<file path="src/rtl/instr_encoder.sv">
// instr_encoder: packs field-level instruction descriptors into the 32-bit
// SimpleRISC format and writes them to consecutive imem words through a
// 2-entry output FIFO.
//
// Ports:
//   clk, rst            clock, asynchronous active-high reset
//   start               (re)initialise and enter RUN; wins over accept/pop
//   in_valid/in_ready   descriptor handshake
//   in_op .. in_last    descriptor fields
//   mem_wr_en/mem_ready imem write handshake; head of FIFO drives mem_data
//   mem_addr/mem_data   write address (BASE_ADDR + count) and encoded word
//   busy/done           RUN or DRAIN / DONE
//   err_illegal         sticky, illegal opcode consumed
//   err_full            sticky, imem capacity reached before in_last
//   count               words written since start
module instr_encoder #(
  parameter int unsigned ADDR_W    = 10,
  parameter int unsigned BASE_ADDR = 0
) (
  input  logic              clk,
  input  logic              rst,
  input  logic              start,
  input  logic              in_valid,
  output logic              in_ready,
  input  logic [4:0]        in_op,
  input  logic              in_imm,
  input  logic [3:0]        in_rd,
  input  logic [3:0]        in_rs1,
  input  logic [3:0]        in_rs2,
  input  logic [17:0]       in_imm18,
  input  logic [26:0]       in_offset,
  input  logic              in_last,
  output logic              mem_wr_en,
  input  logic              mem_ready,
  output logic [ADDR_W-1:0] mem_addr,
  output logic [31:0]       mem_data,
  output logic              busy,
  output logic              done,
  output logic              err_illegal,
  output logic              err_full,
  output logic [ADDR_W:0]   count
);

  typedef enum logic [1:0] {StIdle, StRun, StDrain, StDone} state_e;

  // Capacity (2^ADDR_W) and capacity-1, sized to hold count + occupancy.
  localparam logic [ADDR_W+1:0] DepthW  = {2'b01, {ADDR_W{1'b0}}};
  localparam logic [ADDR_W+1:0] DepthM1 = {2'b00, {ADDR_W{1'b1}}};

  state_e            state_q, state_d;
  logic [ADDR_W:0]   count_q, count_d;
  logic [1:0]        occ_q, occ_d;
  logic              rd_ptr_q, rd_ptr_d;
  logic              wr_ptr_q, wr_ptr_d;
  logic [31:0]       buf_q [2];
  logic              err_illegal_q, err_illegal_d;
  logic              err_full_q, err_full_d;

  logic [ADDR_W+1:0] total;
  logic              illegal, accept, push, pop, full_hit;
  logic [31:0]       enc;

  // Words committed or in flight; bounded by capacity.
  assign total    = {1'b0, count_q} + {{ADDR_W{1'b0}}, occ_q};
  assign illegal  = (in_op > 5'b10101);
  assign accept   = in_valid && in_ready && !start;
  assign push     = accept && !illegal;
  assign pop      = (occ_q != 2'd0) && mem_ready && !start;
  // Only a push can grow total, so the last free slot is taken by this push.
  assign full_hit = (state_q == StRun) && push && !in_last && (total == DepthM1);

  always_comb begin
    enc = '0;
    case (in_op)
      5'b10000, 5'b10001, 5'b10010, 5'b10011: enc = {in_op, in_offset};
      5'b01101, 5'b10100, 5'b10101:           enc = {in_op, 27'b0};
      default: enc = {in_op, in_imm, in_rd, in_rs1, in_imm ? in_imm18 : {in_rs2, 14'b0}};
    endcase
  end

  // FIFO / counter / flag next state.
  always_comb begin
    count_d       = count_q;
    occ_d         = occ_q;
    rd_ptr_d      = rd_ptr_q;
    wr_ptr_d      = wr_ptr_q;
    err_illegal_d = err_illegal_q;
    err_full_d    = err_full_q;
    if (start) begin
      count_d       = '0;
      occ_d         = '0;
      rd_ptr_d      = 1'b0;
      wr_ptr_d      = 1'b0;
      err_illegal_d = 1'b0;
      err_full_d    = 1'b0;
    end else begin
      if (push) wr_ptr_d = ~wr_ptr_q;
      if (pop) begin
        rd_ptr_d = ~rd_ptr_q;
        count_d  = count_q + {{ADDR_W{1'b0}}, 1'b1};
      end
      case ({push, pop})
        2'b10:   occ_d = occ_q + 2'd1;
        2'b01:   occ_d = occ_q - 2'd1;
        default: occ_d = occ_q;
      endcase
      if (accept && illegal) err_illegal_d = 1'b1;
      if (full_hit)          err_full_d    = 1'b1;
    end
  end

  always_ff @(posedge clk or posedge rst) begin
    if (rst) begin
      count_q       <= '0;
      occ_q         <= '0;
      rd_ptr_q      <= 1'b0;
      wr_ptr_q      <= 1'b0;
      err_illegal_q <= 1'b0;
      err_full_q    <= 1'b0;
      buf_q[0]      <= '0;
      buf_q[1]      <= '0;
    end else begin
      count_q       <= count_d;
      occ_q         <= occ_d;
      rd_ptr_q      <= rd_ptr_d;
      wr_ptr_q      <= wr_ptr_d;
      err_illegal_q <= err_illegal_d;
      err_full_q    <= err_full_d;
      if (push) buf_q[wr_ptr_q] <= enc;
    end
  end

  // FSM: state register.
  always_ff @(posedge clk or posedge rst) begin
    if (rst) state_q <= StIdle;
    else     state_q <= state_d;
  end

  // FSM: next state.
  always_comb begin
    state_d = state_q;
    if (start) begin
      state_d = StRun;
    end else begin
      unique case (state_q)
        StIdle:  state_d = StIdle;
        StRun: begin
          if ((accept && in_last) || full_hit) state_d = StDrain;
        end
        // Leave as the final pop happens so done rises the next cycle.
        StDrain: if (occ_d == 2'd0) state_d = StDone;
        StDone:  state_d = StDone;
      endcase
    end
  end

  // FSM / datapath outputs, all from registered state.
  always_comb begin
    in_ready    = (state_q == StRun) && (occ_q != 2'd2) && (total < DepthW);
    busy        = (state_q == StRun) || (state_q == StDrain);
    done        = (state_q == StDone);
    mem_wr_en   = (occ_q != 2'd0);
    mem_data    = mem_wr_en ? buf_q[rd_ptr_q] : 32'h0;
    mem_addr    = ADDR_W'(BASE_ADDR) + count_q[ADDR_W-1:0];
    err_illegal = err_illegal_q;
    err_full    = err_full_q;
    count       = count_q;
  end

endmodule

</file>
<file path="config.mk">
export PLATFORM = sky130hd
export DESIGN_NAME = instr_encoder
export DESIGN_NICKNAME = d
export VERILOG_FILES = /design/src/rtl/instr_encoder.sv
export SDC_FILE = /design/constraint.sdc
export NUM_CORES = 1
export LEC_CHECK = 0
export ABC_AREA = 1
export CAP_MARGIN = 20
export CORE_ASPECT_RATIO = 0.5
export CORE_UTILIZATION = 49
export CTS_BUF_LIST = sky130_fd_sc_hd__clkbuf_4 sky130_fd_sc_hd__clkbuf_8 sky130_fd_sc_hd__clkbuf_16
export CTS_CLUSTER_DIAMETER = 60
export CTS_CLUSTER_SIZE = 24
export DETAILED_ROUTE_END_ITERATION = 16
export PLACE_DENSITY = 0.86
export SLEW_MARGIN = 0
export SYNTH_ARGS = -nofsm -noshare
export SYNTH_HDL_FRONTEND = slang
export SYNTH_SLANG_ARGS = --single-unit
</file>
<file path="constraint.sdc">
create_clock -name clk -period 4.6 [get_ports clk]
set_clock_uncertainty 0.1 [all_clocks]
set_input_delay 0.46 -clock clk [delete_from_list [all_inputs] [get_ports clk]]
set_output_delay 0.46 -clock clk [all_outputs]
set_load 0.05 [all_outputs]
</file>
==> impl_metrics.ini, run 1 <==
[hold_path]
hold_path.class = in -> async

[pwr]
p_per_area_nw_per_um2 = 482
vdd_drop_max_mv = 0.239
power_mw = 3.02
p_leak_nw = 2.83

[yosys]
ys_types = 31
synth_top_area_share_pct = 44.2
syn_inst = 630
synth_area_leaders = dfrtp_1 (44%), nand2_1 (15%), o21ai_0 (9.7%)
ys.warnings.count = 0
synth.yosys.seq_area_share_pct = 44.2
ys_ff_latch = 83
syn_avg_cell_area_um2 = 7.45
syn-num-nets = 708
synth_area_um2 = 4690
yosysTopAreaCell = dfrtp_1

[grt]
grt-busiest-layer = met2
grt_usage_pct = 27.3
gr-usage-met1_pct = 35.4
grt_max_degree = 56
globalRouteMet3Util_pct = 6.75
grt_pass1_vias = 4442
grt.met2_usage_pct = 46.1
antenna_found_initial = 0
grt_overflow = 0
grt_first_pass_wirelength_um = 21400

[critical_path]
cp_top_family = simple AND/OR/NAND/NOR gates
worstPathCellList = ha_1 -> inv_1 -> fa_1 -> inv_1 -> nand2_1 -> nor2_1 -> nand4_1 -> nand2_1 -> nand3_2 -> nor2_4 -> nand2_4 -> ha_1 -> inv_1 -> nand2_1 -> nor2_1 -> nand2_1 -> nand3_1 -> inv_1 -> o21ai_0 -> nand2_1 -> nand2_1 -> nand3_1
critPathKind = reg -> reg
reg2reg_depth = 22
rrSetupSlack_ps = 910
startpoint = count[0]
crit_path_end_kind = flip-flop
crit_arrival_ps = 3780
worst_path_most_repeated_cell = nand2_1
reg2reg_to = state_q[0]
required_ps = 4690
crit_slowest_cell = dfrtp_1
cp.depth = 22
path_buf_inv = 4
startpoint_type = flip-flop
max_stage_delay_ps = 450
cp_max_fo = 31
cp-endpoint = state_q[0]
r2r-start = count[0]

[place]
place_inst = 837
portBuffers = 127
place_congestion = 0.882
dp.final_hpwl_um = 8410

[timing]
max_slew_margin_pct = 41.8
final_hold_viol_count = 0
setup_viol = 0
rsz0062_at_grt = false
finalSetupTns_ps = 0
finalCriticalPeriod_ps = 3690
max_freq_mhz = 271
slew_viol_final = 0
post-route-period-util_pct = 80.2
worst_slew_pin_slew_ps = 872

[floorplanning]
die_h_um = 71.2
start_util_pct = 52.1
die_w_um = 140
ios = 128
core.rowCount = 24
die-area_um2 = 10000
coreArea_um2 = 9010

[clock_network]
cts_setup_buffers = 0
clk_latency_ps = 340
cts_buffers = 9
clock-sinks = 83
clkTransAtPathRegs_ps = 60
cts_tree = built
root_buffer = clkbuf_16
cts-htree-levels = 3
clk_path_buf_depth = 2
holdBufCountCts = 0
postCtsResizedCells = 0

[detailed_routing]
via_per_inst = 5.41
num_vias = 4619
drt-initial-drc-count = 383
drt_pre_antenna_iters = 5
drc = 0
drt-wirelength-per-cell_um = 14.9
drtAntennaViolNets = 0
drt_wl_total_um = 12700

[finish]
area_delta_synth_final_pct = 33.6
diodes = 0
layout.area.seq_um2 = 2080
drive_above_1_share_pct = 4.61
fin_cells = 854
num-fill-cells = 704
fin_util_pct = 69.6
multi_input_area_um2 = 2110
final_nets = 810

[status]
outcome = finished, final reports clean

[flow_run]
maxCapViolations = 0
[state kept, by name (all words and copies together) (netlist names)]
name,flops
buf_q,64
count,11
err_full,1
err_illegal,1
occ_q,2
rd_ptr_q,1
state_q,2
wr_ptr_q,1
[where the power goes]
group | switching, mW | internal (mW) | total (mW) | leakage [nW]
Clock | 0.282 | 0.557 | 0.839 | 0.170
Sequential | 0.126 | 1.01 | 1.14 | 1.09
Combinational | 0.689 | 0.356 | 1.05 | 1.57
[cells by family (layout without fill, tap and decap cells)]
kind of cell	count (synthesis)	count (layout)	synth area share [%]
buffers and inverters	106	213	10.8
AO/OA/AOI/OAI	160	160	17.5
AND/OR/NAND/NOR	268	268	24.0
flip-flops	83	83	44.2
multiplexers	4	4	0.880
adder cells (fa/ha/maj)	9	9	2.56
[worst register-to-register path: stages, from the launching register on]
cell and delay, ps:
dfrtp_1 450, ha_1 210, inv_1 50, fa_1 380, inv_1 70, nand2_1 60
nor2_1 190, nand4_1 120, nand2_1 120, nand3_2 90, nor2_4 120, nand2_4 220
ha_1 360, inv_1 80, nand2_1 60, nor2_1 90, nand2_1 50, nand3_1 80
inv_1 60, o21ai_0 290, nand2_1 150, nand2_1 80, nand3_1 60
[cell type report]
| cell class | instances | share of cell area (%) |
|---|---|---|
| Inverter | 63 | 3.79 |
| Clock buffer | 12 | 4.05 |
| Clock inverter | 4 | 1.56 |
| Multi-Input combinational cell | 441 | 33.7 |
| Tap cell | 117 | 2.33 |
| Timing Repair Buffer | 134 | 21.4 |
| Sequential cell | 83 | 33.1 |
[worst min-delay path by stage]
stage,start,endpoint,slack [ps],cells after the start
4_1_cts,buf_q[33],buf_q[33],380,2
5_1_grt,rst,count[10],220,2
2_1_floorplan,buf_q[32],buf_q[32],340,2
3_5_place_dp,buf_q[33],buf_q[33],360,2
6_report,rst,count[9],220,2
3_3_place_gp,buf_q[32],buf_q[32],350,2
[Yosys cell counts]
cell type / instances
clkinv_1: 2
o21ai_1: 18
nand3b_1: 1
mux2i_1: 3
nand2_1: 188
nor2_4: 4
nand3_2: 1
mux2_2: 1
nand2_4: 1
a21oi_1: 43
buf_4: 10
o21ai_0: 91
o31ai_1: 1
and3_1: 1
o21a_1: 4
buf_6: 9
nand2_2: 1
inv_1: 60
a221oi_1: 1
dfrtp_1: 83
nand4_1: 5
nor2_1: 22
nand3_1: 41
nor3_1: 3
a211oi_1: 1
inv_2: 1
buf_2: 3
fa_1: 1
o2111ai_1: 1
clkbuf_1: 21
ha_1: 8
[stage by stage]
| step | instance area, um^2 | setup WS (ps) | hold slack [ps] |
|---|---|---|---|
| after floorplan | 4690 | 969 | 337 |
| after global placement | 5890 | 1230 | 351 |
| after detailed placement | 5890 | 977 | 362 |
| after CTS | 6240 | 925 | 377 |
| after global routing | 6270 | 463 | 224 |
| final | 6270 | 913 | 220 |
[layout by cell type (no fill, tap or decap), types with 2 or more instances in the layout]
master           count
nand2_1            188
clkdlybuf4s50_1    127
o21ai_0             91
dfrtp_1             83
inv_1               59
a21oi_1             43
nand3_1             41
nor2_1              21
o21ai_1             18
clkbuf_16            9
ha_1                 8
buf_4                6
nand4_1              5
nor2_4               4
o21a_1               4
mux2i_1              3
nor3_1               3
bufinv_16            3
clkinv_1             2
clkbuf_4             2
[routing by layer]
| metal | share of wire, % | routed length (um) |
|---|---|---|
| met1 | 43 | 5490 |
| met2 | 49 | 6210 |
| met3 | 6.9 | 885 |
| met5 | 0 | 0 |
| met4 | 1.3 | 162 |
Power figures use the tool's default switching activity.
==> inputs of run 2 (changes only) <==
CORE_UTILIZATION = 44   (was 49)
PLACE_DENSITY = 0.82   (was 0.86)
clock period = 3 ns   (was 4.6 ns; I/O delays follow)
==> impl_metrics.ini, run 2 (synthesis results as in run 1) <==
[detailed_routing]
drt-initial-drc-count = 248
drtAntennaViolNets = 0
drt_wl_total_um = 12800
via_per_inst = 5.19
drt-wirelength-per-cell_um = 14.3
drc = 0
num_vias = 4641
drt_pre_antenna_iters = 5

[finish]
fin_util_pct = 66.1
area_delta_synth_final_pct = 44.7
final_nets = 827
largest_register_ff_count = 64
fin_cells = 894
final_common_cell = nand2_1
drive_above_1_share_pct = 13.3
top_register = buf_q
num-fill-cells = 807
diodes = 0
final_cell_mix = nand2_1 (185), clkdlybuf4s50_1 (94), o21ai_0 (90)

[critical_path]
crit_path_end_kind = flip-flop
reg2reg_to = state_q[0]
cp-endpoint = state_q[0]
critPathKind = reg -> reg
reg2reg_depth = 21
startpoint = count[0]
r2r-start = count[0]
startpoint_type = flip-flop
crit_arrival_ps = 3000
crit_slowest_cell = dfrtp_2
required_ps = 3110
max_stage_delay_ps = 390
worstPathCellList = ha_4 -> inv_2 -> fa_2 -> inv_2 -> nand2_4 -> nor2_4 -> nand4_1 -> nand2_2 -> nand3_2 -> nor2_4 -> nand2_4 -> ha_4 -> inv_4 -> nand2_2 -> o21ai_0 -> nand3_2 -> inv_2 -> o21ai_2 -> nand2_1 -> nand2_1 -> nand3_1
cp_max_fo = 3
rrSetupSlack_ps = 100
worst_path_most_repeated_cell = inv_2

[pwr]
switching_share_pct = 37.2
p_int_mw = 2.99
seq_power_share_pct = 36.2
p_comb_share_pct = 37.9
p_leak_nw = 3.07
power_mw = 4.76
vdd_drop_max_mv = 0.341
clockPowerShare_pct = 25.9
p_sw_mw = 1.77
p_per_area_nw_per_um2 = 701

[floorplanning]
die-area_um2 = 11100
ios = 128
die_w_um = 148
start_util_pct = 45.7
die_h_um = 75.0
core.rowCount = 26
coreArea_um2 = 10300

[clock_network]
cts_buffers = 9
cts_tree = built
clk_path_buf_depth = 2
clkTransAtPathRegs_ps = 70
cts-htree-levels = 3
clock-sinks = 83
root_buffer = clkbuf_16
clk_latency_ps = 350

[place]
dp.final_hpwl_um = 8770
portBuffers = 127
place_inst = 871
dp_slack_ps = 17.8
place_congestion = 0.859

[timing]
worst_slack_ps = 102
final_hold_viol_count = 0
slew_viol_final = 0
whs_ps = 281
setup_viol = 0
rsz0062_at_grt = true
post-route-period-util_pct = 96.6
finalCriticalPeriod_ps = 2900
max_slew_margin_pct = 50.8
worst_slew_pin_slew_ps = 738
max_freq_mhz = 345

[grt]
grt_pass1_vias = 4415
grt_overflow = 0
grt_usage_pct = 24.2
antenna_found_initial = 0
grt_max_degree = 49
grt_first_pass_wirelength_um = 20800

[hold_path]
hold_path.class = in -> async

[status]
outcome = finished, final reports clean

[flow_run]
maxCapViolations = 0
## run 2: how the worst min path moves through the flow
stage / startpoint / to / slack [ps] / depth (start not counted)
6_report: rst / count[10] / 280 / 2
2_1_floorplan: start / err_full / 260 / 1
5_1_grt: rst / count[10] / 360 / 2
4_1_cts: rst / count[10] / 310 / 2
3_5_place_dp: buf_q[33] / buf_q[33] / 360 / 2
3_3_place_gp: buf_q[37] / buf_q[37] / 350 / 2
## run 2: area by class of cell
type,instances,area [um^2],share of cell area (%)
inverter,63,240,3.54
sequential,83,2080,30.6
tap,140,175,2.58
clock buffer,9,225,3.32
timing repair buffer,151,1790,26.4
clock inverter,7,106,1.57
multi-input combinational,441,2170,32.0
## run 2: critical path, delay by kind of cell, from the launching register on
kind | cells | cell delay [ps]
flip-flops | 1 | 390
buffers and inverters | 4 | 200
adder cells (fa/ha/maj) | 3 | 750
AO/OA/AOI/OAI | 2 | 260
AND/OR/NAND/NOR | 12 | 1050
## run 2: power by group through the flow
stage	clock [mW]	combinational, mW	sequential, mW
floorplan	0	1.13	1.71
global placement	0	1.73	1.73
detailed placement	0	1.78	1.74
CTS	1.25	1.80	1.73
global route	1.29	1.99	1.78
finish	1.23	1.80	1.73
## run 2: metal layers
metal	share of wire [%]	GRT usage (%)	routed length, um	vias to the layer above
met2	50	42.1	6450	143
met4	1.6	9.16	204	0
met5	0	0	0	-
met1	42	30.4	5440	2198
li1	-	-	-	2279
met3	5.7	5.03	730	21
## run 2: metrics by stage
stage	setup TNS [ps]	cell area (um^2)
6_report	0	6790
5_1_grt	-116	6790
4_1_cts	0	6710
3_5_place_dp	0	6380
3_3_place_gp	0	6380
2_1_floorplan	-508	4730
## run 2: timing repair
item | CTS | global route
pin swaps | 1 | 8
gates resized for setup | 0 | 10
cloned | 0 | 0
hold endpoints to repair | 0 | 0
hold buffers | 0 | 0
buffers inserted | 0 | 7
endpoints found under the setup margin | 1 | 2
==> inputs of run 3 (changes only) <==
CTS_CLUSTER_SIZE = unset   (was 24)
==> results of run 3 <==
Final layout, timing and power as in run 2 (identical DEF).
